**config.mk**
```make
export PLATFORM = sky130hd
export DESIGN_NAME = div_arbiter
export DESIGN_NICKNAME = d
export VERILOG_FILES = /design/src/rtl/div_arbiter.sv
export SDC_FILE = /design/constraint.sdc
export NUM_CORES = 1
export LEC_CHECK = 0
export ABC_CLOCK_PERIOD_IN_PS = 7600
export BUFFER_PORTS_ARGS = -buffer_cell sky130_fd_sc_hd__buf_2
export CAP_MARGIN = 20
export CORE_AREA = 3 3 156 158
export DETAILED_ROUTE_END_ITERATION = 7
export DIE_AREA = 0 0 159 161
export GPL_ROUTABILITY_DRIVEN = 1
export PLACE_DENSITY = 0.53
export SLEW_MARGIN = 20
export SYNTH_ARGS = -nofsm -noshare
export SYNTH_HDL_FRONTEND = slang
export SYNTH_SLANG_ARGS = --single-unit
```
**constraint.sdc**
```tcl
create_clock -name sys_clk_i -period 7.6 [get_ports sys_clk_i]
set_input_delay 0.76 -clock sys_clk_i [delete_from_list [all_inputs] [get_ports sys_clk_i]]
set_output_delay 0.76 -clock sys_clk_i [all_outputs]
set_load 0.005 [all_outputs]
```
**src/rtl/div_arbiter.sv**
```systemverilog
// Round-robin arbiter sharing one fixed-latency 32-bit divider among NUM_REQ requesters.
// Optional macro DIV_ARB_ZERO_CHECK_EN: answer zero-denominator requests directly with an error.
module div_arbiter #(
    parameter int unsigned NUM_REQ     = 4,
    parameter int unsigned DIV_LATENCY = 33
) (
    input  logic                       sys_clk_i,
    input  logic                       sys_rst_i,
    input  logic [NUM_REQ-1:0]         req_valid_i,
    input  logic [NUM_REQ*32-1:0]      req_num_i,
    input  logic [NUM_REQ*32-1:0]      req_den_i,
    output logic [NUM_REQ-1:0]         req_ready_o,
    output logic [NUM_REQ-1:0]         rsp_valid_o,
    output logic [31:0]                rsp_data_o,
    output logic                       rsp_err_o,
    output logic                       div_start_o,
    output logic [31:0]                div_num_o,
    output logic [31:0]                div_den_o,
    input  logic [31:0]                div_result_i,
    output logic                       busy_o,
    output logic [$clog2(NUM_REQ)-1:0] grant_id_o
);

    localparam int unsigned IdW = $clog2(NUM_REQ);
    typedef logic [IdW-1:0] id_t;

    typedef enum logic [1:0] {StIdle, StIssue, StWait, StResp} state_e;

    state_e               state_q;
    id_t                  last_grant_q;
    id_t                  grant_id_q;
    logic [7:0]           cnt_q;
    logic [NUM_REQ-1:0]   rsp_valid_q;
    logic [31:0]          rsp_data_q;
    logic                 div_start_q;
    logic [31:0]          div_num_q;
    logic [31:0]          div_den_q;
`ifdef DIV_ARB_ZERO_CHECK_EN
    logic                 rsp_err_q;
`endif

    id_t                  win_id;
    id_t                  cand_id;
    logic                 win_found;
    logic                 handshake;
    logic [31:0]          win_num;
    logic [31:0]          win_den;

    // Search starts one past the last owner so every waiting requester is reached in turn.
    always_comb begin
        win_found = 1'b0;
        win_id    = '0;
        cand_id   = '0;
        for (int unsigned i = 1; i <= NUM_REQ; i++) begin
            cand_id = id_t'((32'(last_grant_q) + i) % NUM_REQ);
            if (!win_found && req_valid_i[cand_id]) begin
                win_found = 1'b1;
                win_id    = cand_id;
            end
        end
    end

    assign handshake = (state_q == StIdle) && win_found && !sys_rst_i;
    assign win_num   = req_num_i[32*win_id +: 32];
    assign win_den   = req_den_i[32*win_id +: 32];

    always_comb begin
        req_ready_o = '0;
        if (handshake) begin
            req_ready_o[win_id] = 1'b1;
        end
    end

    always_ff @(posedge sys_clk_i or posedge sys_rst_i) begin
        if (sys_rst_i) begin
            state_q      <= StIdle;
            last_grant_q <= id_t'(NUM_REQ - 1);
            grant_id_q   <= '0;
            cnt_q        <= '0;
            rsp_valid_q  <= '0;
            rsp_data_q   <= '0;
            div_start_q  <= 1'b0;
            div_num_q    <= '0;
            div_den_q    <= '0;
`ifdef DIV_ARB_ZERO_CHECK_EN
            rsp_err_q    <= 1'b0;
`endif
        end else begin
            div_start_q <= 1'b0;
            rsp_valid_q <= '0;
            unique case (state_q)
                StIdle: begin
                    if (handshake) begin
                        div_num_q    <= win_num;
                        div_den_q    <= win_den;
                        grant_id_q   <= win_id;
                        last_grant_q <= win_id;
`ifdef DIV_ARB_ZERO_CHECK_EN
                        if (win_den == '0) begin
                            state_q             <= StResp;
                            rsp_valid_q[win_id] <= 1'b1;
                            rsp_data_q          <= 32'hFFFF_FFFF;
                            rsp_err_q           <= 1'b1;
                        end else begin
                            state_q     <= StIssue;
                            div_start_q <= 1'b1;
                        end
`else
                        state_q     <= StIssue;
                        div_start_q <= 1'b1;
`endif
                    end
                end
                StIssue: begin
                    state_q <= StWait;
                    cnt_q   <= 8'(DIV_LATENCY - 1);
                end
                StWait: begin
                    if (cnt_q == '0) begin
                        state_q                 <= StResp;
                        rsp_data_q              <= div_result_i;
                        rsp_valid_q[grant_id_q] <= 1'b1;
                    end else begin
                        cnt_q <= cnt_q - 8'd1;
                    end
                end
                StResp: begin
                    state_q <= StIdle;
`ifdef DIV_ARB_ZERO_CHECK_EN
                    rsp_err_q <= 1'b0;
`endif
                end
                default: state_q <= StIdle;
            endcase
        end
    end

    assign rsp_valid_o = rsp_valid_q;
    assign rsp_data_o  = rsp_data_q;
    assign div_start_o = div_start_q;
    assign div_num_o   = div_num_q;
    assign div_den_o   = div_den_q;
    assign busy_o      = (state_q != StIdle);
    assign grant_id_o  = grant_id_q;
`ifdef DIV_ARB_ZERO_CHECK_EN
    assign rsp_err_o   = rsp_err_q;
`else
    assign rsp_err_o   = 1'b0;
`endif

endmodule

```
After elaboration in Yosys (flattened, before gate mapping)
Cells that the tools add are included.
Widths: inputs -> output; s select.

storage, ports and cells
  register bits after elaboration = 115
  input port bits = 294
  output and inout port bits = 109
  logic and storage cells = 79

cells by class
  add/sub/neg operators = 5
  magnitude comparators = 8
  eq/ne operators = 6
  shifts and indexed selects = 2
  mux-type cells = 30
  reduce and logical (&&, ||, !) cells = 19

operators by type and width
  operator             number
  $shiftx 128x8->32    2
  $lt 2x3->1 const B   6
  $pmux 8 s2           1
  $mux 1               12
  $mux 2               6
  $mux 4               3
  $bmux 1 s2           4
  $logic_not 8->1      1
  $mux 8               1
  $pmux 2 s4           1
  $reduce_and 2->1     4
  $sub 8x1->8 const B  1
  $logic_and 1x1->1    7
  $ne 2x2->1 const B   3
  $add 2x1->2 const B  2
  $add 2x2->2 const B  2
  $demux 1 s2          2
  $eq 2x2->1 const B   2
  $ge 2x1->1 const B   2
  $logic_not 1->1      4
  $reduce_bool 2->1    2
  $eq 2x1->1 const B   1
  $logic_not 2->1      1

Longest topological paths before layout
  depth in word-level cells = 18
  gate-level depth with buffers = 8
  mapped depth without buffers = 7

Least setup slack after synthesis
OpenSTA, ideal clock, no wires.

  kind = input to output
  from = input port sys_rst_i
  to = output port req_ready_o[1]
  data arrival time = 4,719 ps
  data required time = 6,840 ps
  setup slack = 2,121 ps
  stages on the path = 5
  path buffers = 1
  cells stage by stage = inv_1 -> nand3_1 -> inv_2 -> clkbuf_1 -> and3_1

on the way
  word-level cells in the longest chain between the ends = 3

RTL lines
  item                              RTL line  text
  from (decl)                       8         input logic sys_rst_i,
  $logic_not 1->1 (no source line)  --
  $logic_and 1x1->1                 63        assign handshake = (state_q == StIdle) && win_found && !sys_rst_i;
  $mux 4                            69        if (handshake) begin
  to (decl)                         12        output logic [NUM_REQ-1:0] req_ready_o,

No other way between the ends.

Worst setup path after layout
  from = input port sys_rst_i
  to = output port req_ready_o[0]

Same word-level chain as after synthesis.

==> metrics.md <==
| Metric | Value |
|---|---|
| Synth top area share | 45.6% |
| Crit path DAT | roughly 2.8 ns |
| FP Rows | 56 |
| Avg Cell Area, Syn | roughly 9.0 um^2 |
| Antenna Nets Post-Route | 0 |
| Synth Area in Compound Gates | approximately 18% |
| Seq cells post-synth | 115 |
| Cell with the most instances after synthesis | nand2_1 |
| Dpl cell area | about 8500 um^2 |
| Layout cell share with drive strength beyond 1 | between 40 and 50% |
| Slew Limit Headroom | a little over a third |
| Max Root-Sink Buffers | 2 |
| Post-Synth Adder-Cell Area | under 10% |
| Clock Latency Late Sink | 0.41 ns |
| 1st-pass router iterations | 4 |
| Synth top cells by count | nand2_1, dfrtp_1, nor2_1 |
| Number of library cell types mapped by synthesis | 44 |
| Via count | 6,613 |
| Synth Cell Area | 6200 um^2 |
| Main synth FF type | dfrtp_1 |
| Worst Path Required | around 7 ns |
| Final Hold Viols | 0 |
| # H-tree levels | 4 |
| Die H | approximately 160 um |
| Critical Path End Type | output port |
| CTS buffer count | 17 |
| CP startpoint kind | input port |
| Hold-fix buffers, CTS | 0 |
| Final Setup Violations | 0 |
| Status | finished, final reports clean |
| Setup slack after layout | around 4.0 ns |
| Clock-pin slew of the registers on the worst-case setup and hold paths | ~0.05 ns |
| RSZ-0062 raised after global routing | false |
| Leak | approximately 4.6 nW |
| Post-CTS resize count | 0 |
| Multiplexer share of the synthesized area | between 10% and 20% |
| Setup_tns | 0 ns |
| Post-synth net total | ~990 |
| HP Class | input port to asynchronous set/reset pin |
| Post-synthesis xor/xnor area fraction | less than 1% |
| Reg2Reg Launch Point | state_q[0] |
| Final non-filler cell total | about 1,400 |
| Number of fill cells | 2,474 |
| Total gr overflow | 0 |
| Final worst path period need | between 3 and 4 ns |
| Drt first-iter violations | between 300 and 400 |
| R2r worst-path depth | 7 |
| Fin area | between 9000 and 10,000 um^2 |
| DP Cell Count | around 1,400 |
| Setup CP Type | input port to output port |
| Final Util | roughly two fifths |
| Die area | about 26,000 um^2 |
| Post-synth EDFFs | 0 |
| CTS Sinks | approximately 120 |
| Post-synth top area cell | dfrtp_1 |
| IO Pins | between 400 and 500 |
| # Max-Cap Violations | 0 |
| Largest family of logic cells by synthesized area | simple AND/OR/NAND/NOR gates |
| Part of the cycle the worst path needs | a little under half |
| Ranking of synthesized cells by area | dfrtp_1, nand2_1, a221oi_1, mux2_2, a21oi_1 |
| Flop2flop setup slack | approximately 4.8 ns |
| Worst-margin pin slew | 0.965 ns |
| Initial antenna violation count | 8 |
| Dpl ws | slightly below 4 ns |
| Port bufs | between 400 and 500 |
| Number of global-route vias before repair | about 6,700 |
| DRC | 0 |
| Worst Skew | 0.0135 ns |
| CTS tree | done |
| Cells after Synth | about 690 |
| GRT Total Usage | 19.1% |
| Post-synth ARST share | 100% |
| Initial core utilization | 26.7% |
| Routed len/inst | 18.1 um |
| Seq/Total Area, Yosys | ~46% |
| Fin Hold WS | about 0.46 ns |
| Post-synthesis simple-gate area fraction | between 10% and 20% |
| GP Congestion | 0.798 |
| Post-CTS setup buffer count | 0 |
| Fmax | 279 MHz |
| Largest net degree at the start of global routing | 74 |
| Routed vias/inst | 4.73 |
| Area growth from synthesis to layout | 47.2% |
| Chip width | between 150 and 200 um |
| Synth warn | 0 |
| Core area | approximately 23,000 um^2 |
| Root Driver | clkbuf_16 |
| Final max-slew violation count | 0 |
| CP max FO | 73 |
| NumNets Final | between 1,000 and 1,500 |
| VDD IR max | approximately 0.15 mV |
| WL final | 25,300 um |
| Detailed Place HPWL | between 15,000 and 20,000 um |
| Final Power | around 3.4 mW |
| P per Cell Area | about 370 nW/um^2 |
| RR Endpoint | state_q[0] |
| First-pass GRT wire length | just under 40,000 um |
==> state kept, by name, indices dropped and copies added, names as in the netlist <==
| signal | count |
|---|---|
| rsp_valid_o | 4 |
| div_start_o | 1 |
| div_num_o | 32 |
| state_q | 2 |
| rsp_data_o | 32 |
| div_den_o | 32 |
| grant_id_o | 2 |
| cnt_q | 8 |
| last_grant_q | 2 |
==> report_power, final <==
group | internal [mW] | leakage [nW] | total [mW] | switching [mW]
combinational | 0.639 | 2.93 | 1.46 | 0.821
clock | 0.563 | 0.303 | 0.852 | 0.290
sequential | 0.912 | 1.33 | 1.10 | 0.185
total | 2.11 | 4.57 | 3.41 | 1.30
==> final cells by class <==
type                            instances  area [um^2]  share of cell area (%)
Inverter                               10         40.0                   0.439
Timing Repair Buffer                  410         2090                    22.9
Clock inverter                         10          156                    1.71
Multi-Input combinational cell        510         3090                    33.8
Tap cell                              319          399                    4.37
Clock buffer                           21          460                    5.04
Sequential cell                       115         2880                    31.5
Antenna cell                            4         10.0                   0.110
==> critical path: stages <==
cell and delay [ns]:
buf_2 0.12, inv_4 0.48, nand3_4 0.85, a21oi_1 0.41, buf_2 0.18
==> cell usage in the layout, fill, tap and decap left out, drive strengths merged, types with 3 or more instances in the layout <==
| cell | count |
|---|---|
| inv | 10 |
| nand3 | 7 |
| a21oi | 70 |
| mux2 | 65 |
| ha | 6 |
| clkinv | 5 |
| nor3b | 3 |
| nor3 | 4 |
| bufinv | 4 |
| nor2 | 78 |
| o21a | 3 |
| clkbuf | 21 |
| nand2b | 3 |
| dfrtp | 113 |
| diode | 4 |
| nand2 | 170 |
| buf | 410 |
| o21ai | 9 |
| nor2b | 3 |
| a221oi | 64 |
==> metal layers <==
metal,part of all wire (%),vias up,track usage (%)
li1,-,3177,-
met1,42,3095,24.6
met2,47,290,31.3
met3,7.7,47,5.75
met4,3.5,4,5.61
met5,0.055,-,0
==> worst max path at each step <==
stage	to	startpoint
global route	req_ready_o[3]	sys_rst_i
floorplan	req_ready_o[1]	sys_rst_i
global placement	req_ready_o[0]	sys_rst_i
CTS	req_ready_o[0]	sys_rst_i
detailed placement	req_ready_o[0]	sys_rst_i
finish	req_ready_o[0]	sys_rst_i
==> cells by family (layout without fill, tap and decap cells) <==
group | after synthesis | count (layout)
adders and majority gates | 6 | 6
xor gates and xnor gates | 2 | 2
other | 1 | 5
AOI/OAI and AO/OA | 158 | 158
and+or+nand+nor | 276 | 276
muxes | 67 | 67
DFF | 115 | 115
buffers and inverters | 63 | 451
No activity file was read; power rests on OpenSTA's default activity.
